===== config.mk =====
export PLATFORM = sky130hd
export DESIGN_NAME = hdmi_period_ctrl
export DESIGN_NICKNAME = d
export VERILOG_FILES = /design/src/rtl/hdmi_period_ctrl.sv
export SDC_FILE = /design/constraint.sdc
export NUM_CORES = 1
export LEC_CHECK = 0
export ABC_AREA = 0
export CORE_AREA = 2 2 71 73
export CTS_CLUSTER_SIZE = 24
export DETAILED_ROUTE_END_ITERATION = 12
export DIE_AREA = 0 0 73 75
export PLACE_DENSITY_LB_ADDON = 0.25
export SLEW_MARGIN = 25
export SYNTH_ARGS = -nofsm -noshare
export SYNTH_HDL_FRONTEND = slang
export SYNTH_SLANG_ARGS = --single-unit
export TNS_END_PERCENT = 50

===== constraint.sdc =====
create_clock -name clk -period 6.06 [get_ports clk]
set_clock_uncertainty 0.05 [all_clocks]
set_input_delay 1.212 -clock clk [delete_from_list [all_inputs] [get_ports clk]]
set_output_delay 1.212 -clock clk [all_outputs]
set_load 0.05 [all_outputs]

===== src/rtl/hdmi_period_ctrl.sv =====
// Purpose : raster timing generator and TMDS period scheduler (blank/control, guard, video).
// Latency : all outputs are registered; outputs in cycle n+1 decode the raster position of cycle n.
// Backpres: none; the raster free-runs while en=1, and en=0 clears it to (0,0) and holds it there.
//
// Ports:
//   clk          pixel clock
//   n_rst        synchronous reset, active HIGH (despite the name); has priority over en
//   en           run enable; low clears the raster and forces outputs to their reset values
//   sel          output mux select: 00 blank/control, 01 guard band, 10 video (11 never driven)
//   ctl          CTL3..CTL0; 0001 during the video preamble, otherwise 0000
//   hsync/vsync  sync outputs, asserted level SYNC_POL
//   de           data enable, high exactly when sel=10
//   pixel_x/y    active pixel coordinates, 0 outside video
//   frame_start  one-cycle pulse when the outputs reflect raster position (0,0)
module hdmi_period_ctrl #(
    parameter int   H_ACTIVE     = 640,
    parameter int   H_FRONT      = 16,
    parameter int   H_SYNC       = 96,
    parameter int   H_BACK       = 48,
    parameter int   V_ACTIVE     = 480,
    parameter int   V_FRONT      = 10,
    parameter int   V_SYNC       = 2,
    parameter int   V_BACK       = 33,
    parameter int   PREAMBLE_LEN = 8,
    parameter int   GUARD_LEN    = 2,
    parameter logic SYNC_POL     = 1'b1
) (
    input  logic        clk,
    input  logic        n_rst,
    input  logic        en,
    output logic [1:0]  sel,
    output logic [3:0]  ctl,
    output logic        hsync,
    output logic        vsync,
    output logic        de,
    output logic [11:0] pixel_x,
    output logic [11:0] pixel_y,
    output logic        frame_start
);

    // Derived raster geometry. Blanking comes first on each line / frame,
    // so active video starts at hcnt = H_BLANK and vcnt = V_BLANK.
    localparam logic [11:0] H_BLANK   = 12'(H_FRONT + H_SYNC + H_BACK);
    localparam logic [11:0] H_TOTAL   = 12'(H_FRONT + H_SYNC + H_BACK + H_ACTIVE);
    localparam logic [11:0] V_BLANK   = 12'(V_FRONT + V_SYNC + V_BACK);
    localparam logic [11:0] V_TOTAL   = 12'(V_FRONT + V_SYNC + V_BACK + V_ACTIVE);
    localparam logic [11:0] HS_START  = 12'(H_FRONT);
    localparam logic [11:0] HS_END    = 12'(H_FRONT + H_SYNC);
    localparam logic [11:0] VS_START  = 12'(V_FRONT);
    localparam logic [11:0] VS_END    = 12'(V_FRONT + V_SYNC);
    // Guard band sits immediately before active video, preamble immediately before the guard.
    localparam logic [11:0] GB_START  = 12'(H_FRONT + H_SYNC + H_BACK - GUARD_LEN);
    localparam logic [11:0] PRE_START = 12'(H_FRONT + H_SYNC + H_BACK - GUARD_LEN - PREAMBLE_LEN);

    localparam logic [1:0] SEL_CTRL  = 2'b00;
    localparam logic [1:0] SEL_GUARD = 2'b01;
    localparam logic [1:0] SEL_VIDEO = 2'b10;

    // ST_IDLE: raster parked at (0,0), outputs at reset values.
    // ST_RUN : raster advancing, outputs follow the decode.
    // The extra IDLE->RUN step is what delays the (0,0) outputs by one cycle
    // after the counters start: the first enabled edge only arms the raster.
    typedef enum logic [0:0] {
        ST_IDLE = 1'b0,
        ST_RUN  = 1'b1
    } state_t;

    state_t      state, state_nxt;
    logic [11:0] hcnt, hcnt_nxt;
    logic [11:0] vcnt, vcnt_nxt;
    logic        advance;

    // Decoded (pre-register) outputs for the current raster position.
    logic [1:0]  d_sel;
    logic [3:0]  d_ctl;
    logic        d_hsync;
    logic        d_vsync;
    logic        d_de;
    logic [11:0] d_px;
    logic [11:0] d_py;
    logic        d_fs;
    logic        line_active;

    // ------------------------------------------------------------------
    // Run-state FSM and raster counter next-state
    // ------------------------------------------------------------------
    always_comb begin
        state_nxt = state;
        advance   = 1'b0;
        hcnt_nxt  = 12'd0;
        vcnt_nxt  = 12'd0;

        case (state)
            ST_IDLE: begin
                // Counters stay at (0,0) on the arming edge.
                if (en) begin
                    state_nxt = ST_RUN;
                end
            end
            ST_RUN: begin
                if (en) begin
                    advance = 1'b1;
                    if (hcnt == H_TOTAL - 12'd1) begin
                        hcnt_nxt = 12'd0;
                        if (vcnt == V_TOTAL - 12'd1) begin
                            vcnt_nxt = 12'd0;
                        end else begin
                            vcnt_nxt = vcnt + 12'd1;
                        end
                    end else begin
                        hcnt_nxt = hcnt + 12'd1;
                        vcnt_nxt = vcnt;
                    end
                end else begin
                    // Mid-frame drop abandons the frame: counters clear, no line completion.
                    state_nxt = ST_IDLE;
                end
            end
            default: begin
                state_nxt = ST_IDLE;
            end
        endcase
    end

    // ------------------------------------------------------------------
    // Position decode
    // ------------------------------------------------------------------
    always_comb begin
        d_sel       = SEL_CTRL;
        d_ctl       = 4'b0000;
        d_de        = 1'b0;
        d_px        = 12'd0;
        d_py        = 12'd0;
        line_active = (vcnt >= V_BLANK);

        // Preamble and guard only lead into active lines; vertical-blank
        // lines stay in plain control period for their whole length.
        if (line_active) begin
            if (hcnt >= H_BLANK) begin
                d_sel = SEL_VIDEO;
                d_de  = 1'b1;
                d_px  = hcnt - H_BLANK;
                d_py  = vcnt - V_BLANK;
            end else if (hcnt >= GB_START) begin
                d_sel = SEL_GUARD;
            end else if (hcnt >= PRE_START) begin
                d_ctl = 4'b0001;
            end
        end

        d_hsync = ((hcnt >= HS_START) && (hcnt < HS_END)) ? SYNC_POL : ~SYNC_POL;
        // vsync depends only on vcnt, which changes on the hcnt wrap, so its
        // edges land on hcnt=0 without extra alignment logic.
        d_vsync = ((vcnt >= VS_START) && (vcnt < VS_END)) ? SYNC_POL : ~SYNC_POL;
        d_fs    = (hcnt == 12'd0) && (vcnt == 12'd0);
    end

    // ------------------------------------------------------------------
    // State, counters and registered outputs
    // ------------------------------------------------------------------
    always_ff @(posedge clk) begin
        if (n_rst) begin
            state       <= ST_IDLE;
            hcnt        <= 12'd0;
            vcnt        <= 12'd0;
            sel         <= SEL_CTRL;
            ctl         <= 4'b0000;
            hsync       <= ~SYNC_POL;
            vsync       <= ~SYNC_POL;
            de          <= 1'b0;
            pixel_x     <= 12'd0;
            pixel_y     <= 12'd0;
            frame_start <= 1'b0;
        end else begin
            state <= state_nxt;
            hcnt  <= hcnt_nxt;
            vcnt  <= vcnt_nxt;
            if (advance) begin
                sel         <= d_sel;
                ctl         <= d_ctl;
                hsync       <= d_hsync;
                vsync       <= d_vsync;
                de          <= d_de;
                pixel_x     <= d_px;
                pixel_y     <= d_py;
                frame_start <= d_fs;
            end else begin
                sel         <= SEL_CTRL;
                ctl         <= 4'b0000;
                hsync       <= ~SYNC_POL;
                vsync       <= ~SYNC_POL;
                de          <= 1'b0;
                pixel_x     <= 12'd0;
                pixel_y     <= 12'd0;
                frame_start <= 1'b0;
            end
        end
    end

endmodule


# Yosys cells after proc, flatten, opt, wreduce, memory -nomap -nowiden
# Index checks and enable logic that the tools add are counted.
# Widths: inputs -> output; s select.
[word_totals] romBits=0 out_inout_bits=34 elab_cells=52 latch_bits=0 ramBits=0 memories=0 ff_bits=59 input_bits=3
[classes] n_mul=0 add_sub_neg=4 shifts=0 bitwise_logic=5 mux=9 div=0 order_cmp=8 n_reduce_logical=12 eq_ne=2
[ops] operator="$ge 12x8->1 const B" count=3
[ops] operator="$add 12x1->12 const B" count=2
[ops] operator="$eq 12x10->1 const B" count=2
[ops] operator="$logic_not 12->1" count=2
[ops] operator="$ge 12x4->1 const B" count=1
[ops] operator="$ge 12x5->1 const B" count=1
[ops] operator="$ge 12x6->1 const B" count=1
[ops] operator="$lt 12x4->1 const B" count=1
[ops] operator="$lt 12x7->1 const B" count=1
[ops] operator="$mux 12" count=1
[ops] operator="$reduce_or 4->1" count=3
[ops] operator="$sub 12x6->12 const B" count=1
[ops] operator="$sub 12x8->12 const B" count=1
[ops] operator="$mux 1" count=7
[ops] operator="$reduce_or 3->1" count=2
[ops] operator="$not 1->1" count=5
[ops] operator="$reduce_or 5->1" count=1
[ops] operator="$logic_and 1x1->1" count=3
[ops] operator="$mux 2" count=1
[ops] operator="$reduce_or 2->1" count=1

# Logic depth before layout (Yosys ltp)
# Gate-level depths: netlist (run 1).
[logic_depth] depth_word=4 depth_mapped=7 ltp_nobuf=6

# Least setup slack after synthesis (run 1)
# OpenSTA, ideal clock, no wires.
[synth_timing] path_type="in2reg" startpoint="input en" endpoint="register vcnt[0]" stages=5 arrival_time_ns=2.214 path_buffers=1 path_slack_ns=3.720 setup_time_ns=0.076 required_time_ns=5.934 path_cell_list="nor2b_1 and2_1 clkbuf_1 nand2_1 o21ai_0"
[synth_between] elab_chain_len=2
[synth_rtl] element="start, declared" line_no="30" rtl="input logic en,"
[synth_rtl] element="$not 1->1 (no line)"
[synth_rtl] element="$reduce_or 3->1 (no line)"
[synth_rtl] element="end signal, assigned" line_no="177" rtl="vcnt <= vcnt_nxt;"
[synth_rtl] element="end, declared" line_no="70" rtl="logic [11:0] vcnt, vcnt_nxt;"
# Every way passes these cells.
# A chain may end at the register's enable or synchronous reset.

# Worst setup path after layout (run 1)
[layout_timing] startpoint="input en" endpoint="register pixel_y[5]"
[layout_between] elab_chain_len=4
[layout_rtl] element="$mux 1" line_no="101" rtl="if (en) begin"
[layout_rtl] element="$mux 1" line_no="93" rtl="case (state)"
[layout_rtl] element="$not 1->1 (no line)"
[layout_rtl] element="$reduce_or 4->1 (no line)"
[layout_rtl] element="end signal, assigned" line_no="185" rtl="pixel_y <= d_py;"
[layout_rtl] element="end, declared" line_no="37" rtl="output logic [11:0] pixel_y,"
# Every way passes these cells.

==> impl_results.md, run 1 <==
- Status: completed
- Post-CTS setup buffer count: 0
- Leading cell types by total area after synthesis: dfxtp_1 (43%), nor2_1 (5.8%), ha_1 (5.4%)
- Seq/Total Area, Yosys: 43.5%
- Synthesized flop and latch total: 55
- Die W: 73 µm
- Clock Power Share: 33.9%
- Wire per inst: 13.5 µm
- Worst skew pair latency: 300 ps
- Net switching power: 0.000118 W
- Layout cell share with drive strength beyond 1: 5.50%
- Hold Fails Final Rpt: 0
- Antenna violations before repair: 0
- Largest family of logic cells by synthesized area: simple AND/OR/NAND/NOR gates
- Routability cong.: 0.815
- Post-cts repair resize count: 0
- Seq pwr share: 64.3%
- Yosys warnings: 0
- Inserted Diodes: 0
- First-pass GRT wire length: 8.22 mm
- Min-Delay Path Class: flop to flop
- Pwr Total: 0.000564 W
- Pre-antenna DRT Iters: 4
- Simple-Gate Fraction of Synth Area: 27.7%
- Detail Route Antenna Nets: 0
- R2R cell count: 4
- Vias per cell: 5.52
- Residual DRC count: 0
- IO buf count: 33
- Synthesized area per cell: 8.80 µm²
- R2R Path End: pixel_y[5]$_SDFF_PP0_
- Leading area contributor after synthesis: dfxtp_1
- Synth Flop Type: dfxtp_1
- Initial core utilization: 54.4%
- Final wirelength: 4.90 mm
- Hold_sp: hcnt[0]$_SDFF_PP0_
- Setup TNS: 0 ps
- DPL Wire Length: 3.37 mm
- Hold-fix buffers, CTS: 0
- Ys async rst share: 0%
- Vias in the first global route: 1774
- Clock transition at the registers of the reported paths: 90 ps
- Compound-Gate Fraction of Synth Area: 10.0%
- Synth Area in XOR/XNOR: 6.22%
- Startpoint Class: input pin
- Critical path required time: 6230 ps
- Mapped Area: 0.00253 mm²
- Leakage: 1.09 nW
- Grt total ovfl: 0
- Post-Synth Adder-Cell Area: 5.43%
- H-tree depth: 2
- R2R Path Start: vcnt[6]$_SDFFE_PP0P_
- Largest net degree at the start of global routing: 24
- Crit end category: flop
- Height of the die: 75 µm
- Sink Count: 55
- Worst slew margin: 33.0%
- Fmax: 355 MHz
- Setup-failing EPs final: 0
- # nets final: 322
- Initial DRC count: 207
- Max-cap violations: 0
- Root buffer cell: clkbuf_8
- Maximum VDD drop: 0.000106 V
- Final std cell area, no fill: 0.00290 mm²
- Area Growth Syn to Fin: 14.3%
- Pint: 0.000446 W
- Worst Hold Path Cells: 1
- Switch share: 20.9%
- CP Class: input pin to flop
- Synth Instances: 288
- Worst-margin pin slew: 1000 ps
- Clock Path Buffers: 2
- Num CTS Buffers: 5
- Comb power frac: 1.8%
- Placed cell area: 0.00282 mm²
- Yosys top cell area share: 43.5%
- GRT Util Overall: 19.4%
- Final Slew Violations: 0
- Die area: 0.00548 mm²
- Power per Cell Area: 195 mW/mm²
- FP Rows: 25
- Arrival time at the worst endpoint: 2990 ps
- IO Count: 37
- CTS tree: done
- Final Util: 62.1%
- Vias: 2004
- Critical-path maximum fanout: 23
- Mux contribution to synthesized area: 0.395%
- Final period util: 46.5%
- Yosys cell types: 45
- Worst R2R Setup Slack: 3550 ps
- Min Clock Period, post-route: 2820 ps
- Worst Hold End: hcnt[0]$_SDFF_PP0_
- Post-synth EDFFs: 0
- Unrepaired setup endpoints after global routing: false
- Core box area: 0.00466 mm²
==> worst max path at each step <==
| stage | depth (start not counted) | to | start | slack [ps] |
|---|---|---|---|---|
| 3_3_place_gp | 5 | pixel_x[7]$_SDFF_PP0_ | en | 3010 |
| 4_1_cts | 5 | pixel_y[5]$_SDFF_PP0_ | en | 3250 |
| 2_1_floorplan | 5 | vcnt[0]$_SDFFE_PP0P_ | en | 3720 |
| 5_1_grt | 5 | pixel_y[11]$_SDFF_PP0_ | en | 3140 |
| 6_report | 5 | pixel_y[5]$_SDFF_PP0_ | en | 3240 |
| 3_5_place_dp | 5 | pixel_y[5]$_SDFF_PP0_ | en | 2940 |
==> synthesized netlist by cell type, types with 2 or more instances <==
master,instances
or4_1,3
and3_1,5
and4_1,3
o21ai_0,14
inv_1,12
nand4b_1,3
buf_6,3
o211ai_1,2
xor2_1,9
nor2_1,39
or4_4,2
xnor2_1,9
a21oi_1,14
o31ai_1,3
nand3_1,13
nor2b_1,4
nor3_1,9
nor4_1,4
buf_2,2
buf_4,4
nand2_1,13
nand2b_1,2
or2_2,2
or3_1,7
o21a_1,2
nand4_1,11
dfxtp_1,55
ha_1,11
clkbuf_1,12
==> state kept, by name (all words and copies together) (netlist names) <==
| signal | count |
|---|---|
| sel | 2 |
| vcnt | 12 |
| hcnt | 12 |
| pixel_y | 12 |
| pixel_x | 12 |
| state | 1 |
| hsync | 1 |
| vsync | 1 |
| ctl | 1 |
| frame_start | 1 |
==> cells in the final DEF, fill, tap and decap left out, types with 7 or more instances in the layout <==
master,n
dfxtp_1,55
nor2_1,39
clkdlybuf4s50_1,33
o21ai_0,14
a21oi_1,14
nand2_1,13
nand3_1,13
inv_1,12
nand4_1,11
ha_1,11
nor3_1,9
xor2_1,9
xnor2_1,9
or3_1,7
==> per-stage QoR <==
stage / instances / hold WS, ps / worst slack, ps
6_report: 363 / 440 / 3240
5_1_grt: 363 / 456 / 3140
4_1_cts: 363 / 440 / 3250
3_5_place_dp: 355 / 417 / 2940
3_3_place_gp: 355 / 418 / 3010
2_1_floorplan: 290 / 387 / 3720
==> layout make-up <==
class,instances,area (µm²)
Clock buffer,7,76.3
Clock inverter,1,5.00
Fill cell,426,1760
Inverter,12,45.0
Multi-Input combinational cell,201,1270
Sequential cell,55,1100
Tap cell,54,67.6
Timing Repair Buffer,33,330
==> power groups by stage <==
stage / combinational [W] / clock [W] / sequential [W]
finish: 0.0000104 / 0.000191 / 0.000362
global route: 0.0000112 / 0.000209 / 0.000362
CTS: 0.0000104 / 0.000198 / 0.000362
detailed placement: 0.0000103 / 0 / 0.000371
global placement: 0.0000102 / 0 / 0.000371
floorplan: 0.00000858 / 0 / 0.000371
==> logic make-up after synthesis <==
logic type | count (synthesis)
DFF | 55
muxes | 1
buffers and inverters | 34
other | 1
adders and majority gates | 11
and+or+nand+nor | 129
xor gates and xnor gates | 18
AOI/OAI and AO/OA | 39
==> critical path: stages <==
cell,delay [ps]
clkdlybuf4s50_1,470
nor2b_1,150
and2_1,460
o311ai_4,420
nor3_1,280
==> routing by layer <==
layer	track usage, %	share of wire [%]	up-vias
li1	-	-	1028
met1	28.1	50	906
met2	28.4	43	64
met3	3.61	5.8	6
met4	8.02	1.3	0
met5	0	0	-
(Power assumes the default switching activity.)
==> inputs of run 2 (changes only) <==
--- a/config.mk
+++ b/config.mk
@@ -6,10 +6,10 @@
 export NUM_CORES = 1
 export LEC_CHECK = 0
 export ABC_AREA = 0
-export CORE_AREA = 2 2 71 73
+export CORE_AREA = 2 2 76 78
 export CTS_CLUSTER_SIZE = 24
 export DETAILED_ROUTE_END_ITERATION = 12
-export DIE_AREA = 0 0 73 75
+export DIE_AREA = 0 0 78 80
 export PLACE_DENSITY_LB_ADDON = 0.25
 export SLEW_MARGIN = 25
 export SYNTH_ARGS = -nofsm -noshare
==> constraint.sdc (replaced) <==
create_clock -name clk -period 2.31 [get_ports clk]
set_clock_uncertainty 0.05 [all_clocks]
set_input_delay 0.462 -clock clk [delete_from_list [all_inputs] [get_ports clk]]
set_output_delay 0.462 -clock clk [all_outputs]
set_load 0.05 [all_outputs]
==> run 2 against run 1 <==
Net effect: core utilization fell by 6.3 points; final area rose by 4.3%; routed wire length rose by 4.3%; first-iteration DRC count fell by 60%; worst hold slack improved by 4.0 ps; combinational power rose to 2.8 times the previous value; clock power rose to 2.8 times the previous value; count of clock-buffer cells in the layout fell by 1; global-route usage fell by 1.9 points; die area rose by 14%; largest power group unchanged; flip-flop and latch count did not move; highest routed layer unchanged.
==> impl_results.md, run 2 (synthesis gave the netlist of run 1 again) <==
- Setup TNS: 0 ps
- Worst Hold Path Cells: 1
- CP max stage delay: 550 ps
- Post-route setup slack: 160 ps
- Post-CTS setup buffer count: 0
- Worst-margin pin slew: 541 ps
- Routability cong.: 0.868
- First-pass GRT wire length: 8.60 mm
- Worst Hold End: hcnt[0]$_SDFF_PP0_
- Fill cell count: 530
- Vias in the first global route: 1802
- CP Class: flop to flop
- Worst R2R Setup Slack: 160 ps
- CTS tree: done
- Die area: 0.00624 mm²
- Height of the die: 80 µm
- H-tree depth: 2
- Final Slew Violations: 0
- Leakage: 1.16 nW
- Detail Route Antenna Nets: 0
- Final Util: 55.9%
- Sink Count: 55
- Die W: 78 µm
- Clock transition at the registers of the reported paths: 90 ps
- Vias per cell: 5.17
- IO buf count: 33
- Largest net degree at the start of global routing: 16
- Power per Cell Area: 500 mW/mm²
- FP Rows: 27
- Worst skew pair latency: 310 ps
- Grt total ovfl: 0
- Vias: 2021
- Pwr Total: 0.00151 W
- Fmax: 465 MHz
- CP delay by family, top: simple AND/OR/NAND/NOR gates
- Initial DRC count: 82
- Max-cap violations: 0
- Critical path required time: 2450 ps
- Dpl ws: 70.8 ps
- Worst slew margin: 63.6%
- Critical-path maximum fanout: 8
- Antenna violations before repair: 0
- Hold_sp: hcnt[0]$_SDFF_PP0_
- Unrepaired setup endpoints after global routing: false
- Startpoint Class: flop
- Post-cts repair resize count: 0
- IO Count: 37
- Slowest-stage cell, CP: or4_4
- Root buffer cell: clkbuf_8
- Residual DRC count: 0
- Worst path bufs/invs: 1
- R2R Path End: pixel_y[5]$_SDFF_PP0_
- Pre-antenna DRT Iters: 4
- Core box area: 0.00541 mm²
- Crit end category: flop
- Setup-failing EPs final: 0
- Clock Path Buffers: 2
- Wire per inst: 13.1 µm
- Num CTS Buffers: 5
- Arrival time at the worst endpoint: 2290 ps
- Maximum VDD drop: 0.000354 V
- R2R Path Start: vcnt[11]$_SDFFE_PP0P_
- Critical path, cell by cell: or4_4 -> or3_4 -> o311ai_4 -> buf_4 -> nor3_1
- Hold_ws: 444 ps
- Area Growth Syn to Fin: 19.2%
- Final wirelength: 5.11 mm
- # nets final: 333
- R2R cell count: 5
- Layout cell share with drive strength beyond 1: 9.09%
- Initial core utilization: 46.9%
- DPL Wire Length: 3.69 mm
- Commonest non-fill, non-tap cells in the layout: dfxtp_1 (55), nor2_1 (39), clkdlybuf4s50_1 (33), o21ai_0 (14), a21oi_1 (14)
- Min Clock Period, post-route: 2150 ps
- Hold Fails Final Rpt: 0
- Status: completed
- Hold-fix buffers, CTS: 0
- Min-Delay Path Class: flop to flop
- Commonest non-fill, non-tap cell in the layout: dfxtp_1
- Final period util: 93.1%
- GRT Util Overall: 17.4%
- Inserted Diodes: 0
==> run 2: cell types whose count changed in the layout (fill, tap and decap cells not counted) <==
cell / delta
buf_12: +1
buf_4: +10
clkbuf_1: -2
clkbuf_8: +1
==> run 2: per-stage QoR <==
stage                     std cells  instance area (µm²)
final                           391                 3020
after global routing            391                 3020
after CTS                       391                 3020
after detailed placement        384                 2930
after global placement          384                 2930
after floorplan                 290                 2540
==> run 2: area by class of cell <==
type / count / area, µm² / area share, %
Clock buffer: 6 / 82.6 / 2.73
Sequential cell: 55 / 1100 / 36.5
Timing Repair Buffer: 44 / 425 / 14.1
Multi-Input combinational cell: 201 / 1270 / 42.1
Clock inverter: 1 / 5.00 / 0.166
Inverter: 12 / 45.0 / 1.49
Tap cell: 72 / 90.1 / 2.98
==> run 2: how the worst max path moves through the flow <==
stage	slack (ps)	cells after the start	from	endpoint
6_report	160	5	vcnt[11]$_SDFFE_PP0P_	pixel_y[5]$_SDFF_PP0_
5_1_grt	20	5	hcnt[0]$_SDFF_PP0_	vcnt[6]$_SDFFE_PP0P_
4_1_cts	170	5	vcnt[11]$_SDFFE_PP0P_	pixel_x[7]$_SDFF_PP0_
3_5_place_dp	70	6	en	pixel_y[5]$_SDFF_PP0_
3_3_place_gp	140	6	en	pixel_y[5]$_SDFF_PP0_
2_1_floorplan	340	6	vcnt[6]$_SDFFE_PP0P_	pixel_x[5]$_SDFF_PP0_
==> run 2: metal layers <==
layer	vias up	share of wire (%)	GRT usage, %
li1	1046	-	-
met2	37	46	27.1
met4	0	1.1	6.84
met3	6	2.9	2.83
met1	932	50	24.3
met5	-	0	0
==> run 2: report_power, final <==
part / internal [W] / leakage, nW / switching, W / total (W)
logic: 0.00000786 / 0.668 / 0.0000209 / 0.0000287
clock network: 0.000236 / 0.0470 / 0.000296 / 0.000532
registers: 0.000949 / 0.443 / 0.00000114 / 0.000950
total: 0.00119 / 1.16 / 0.000318 / 0.00151
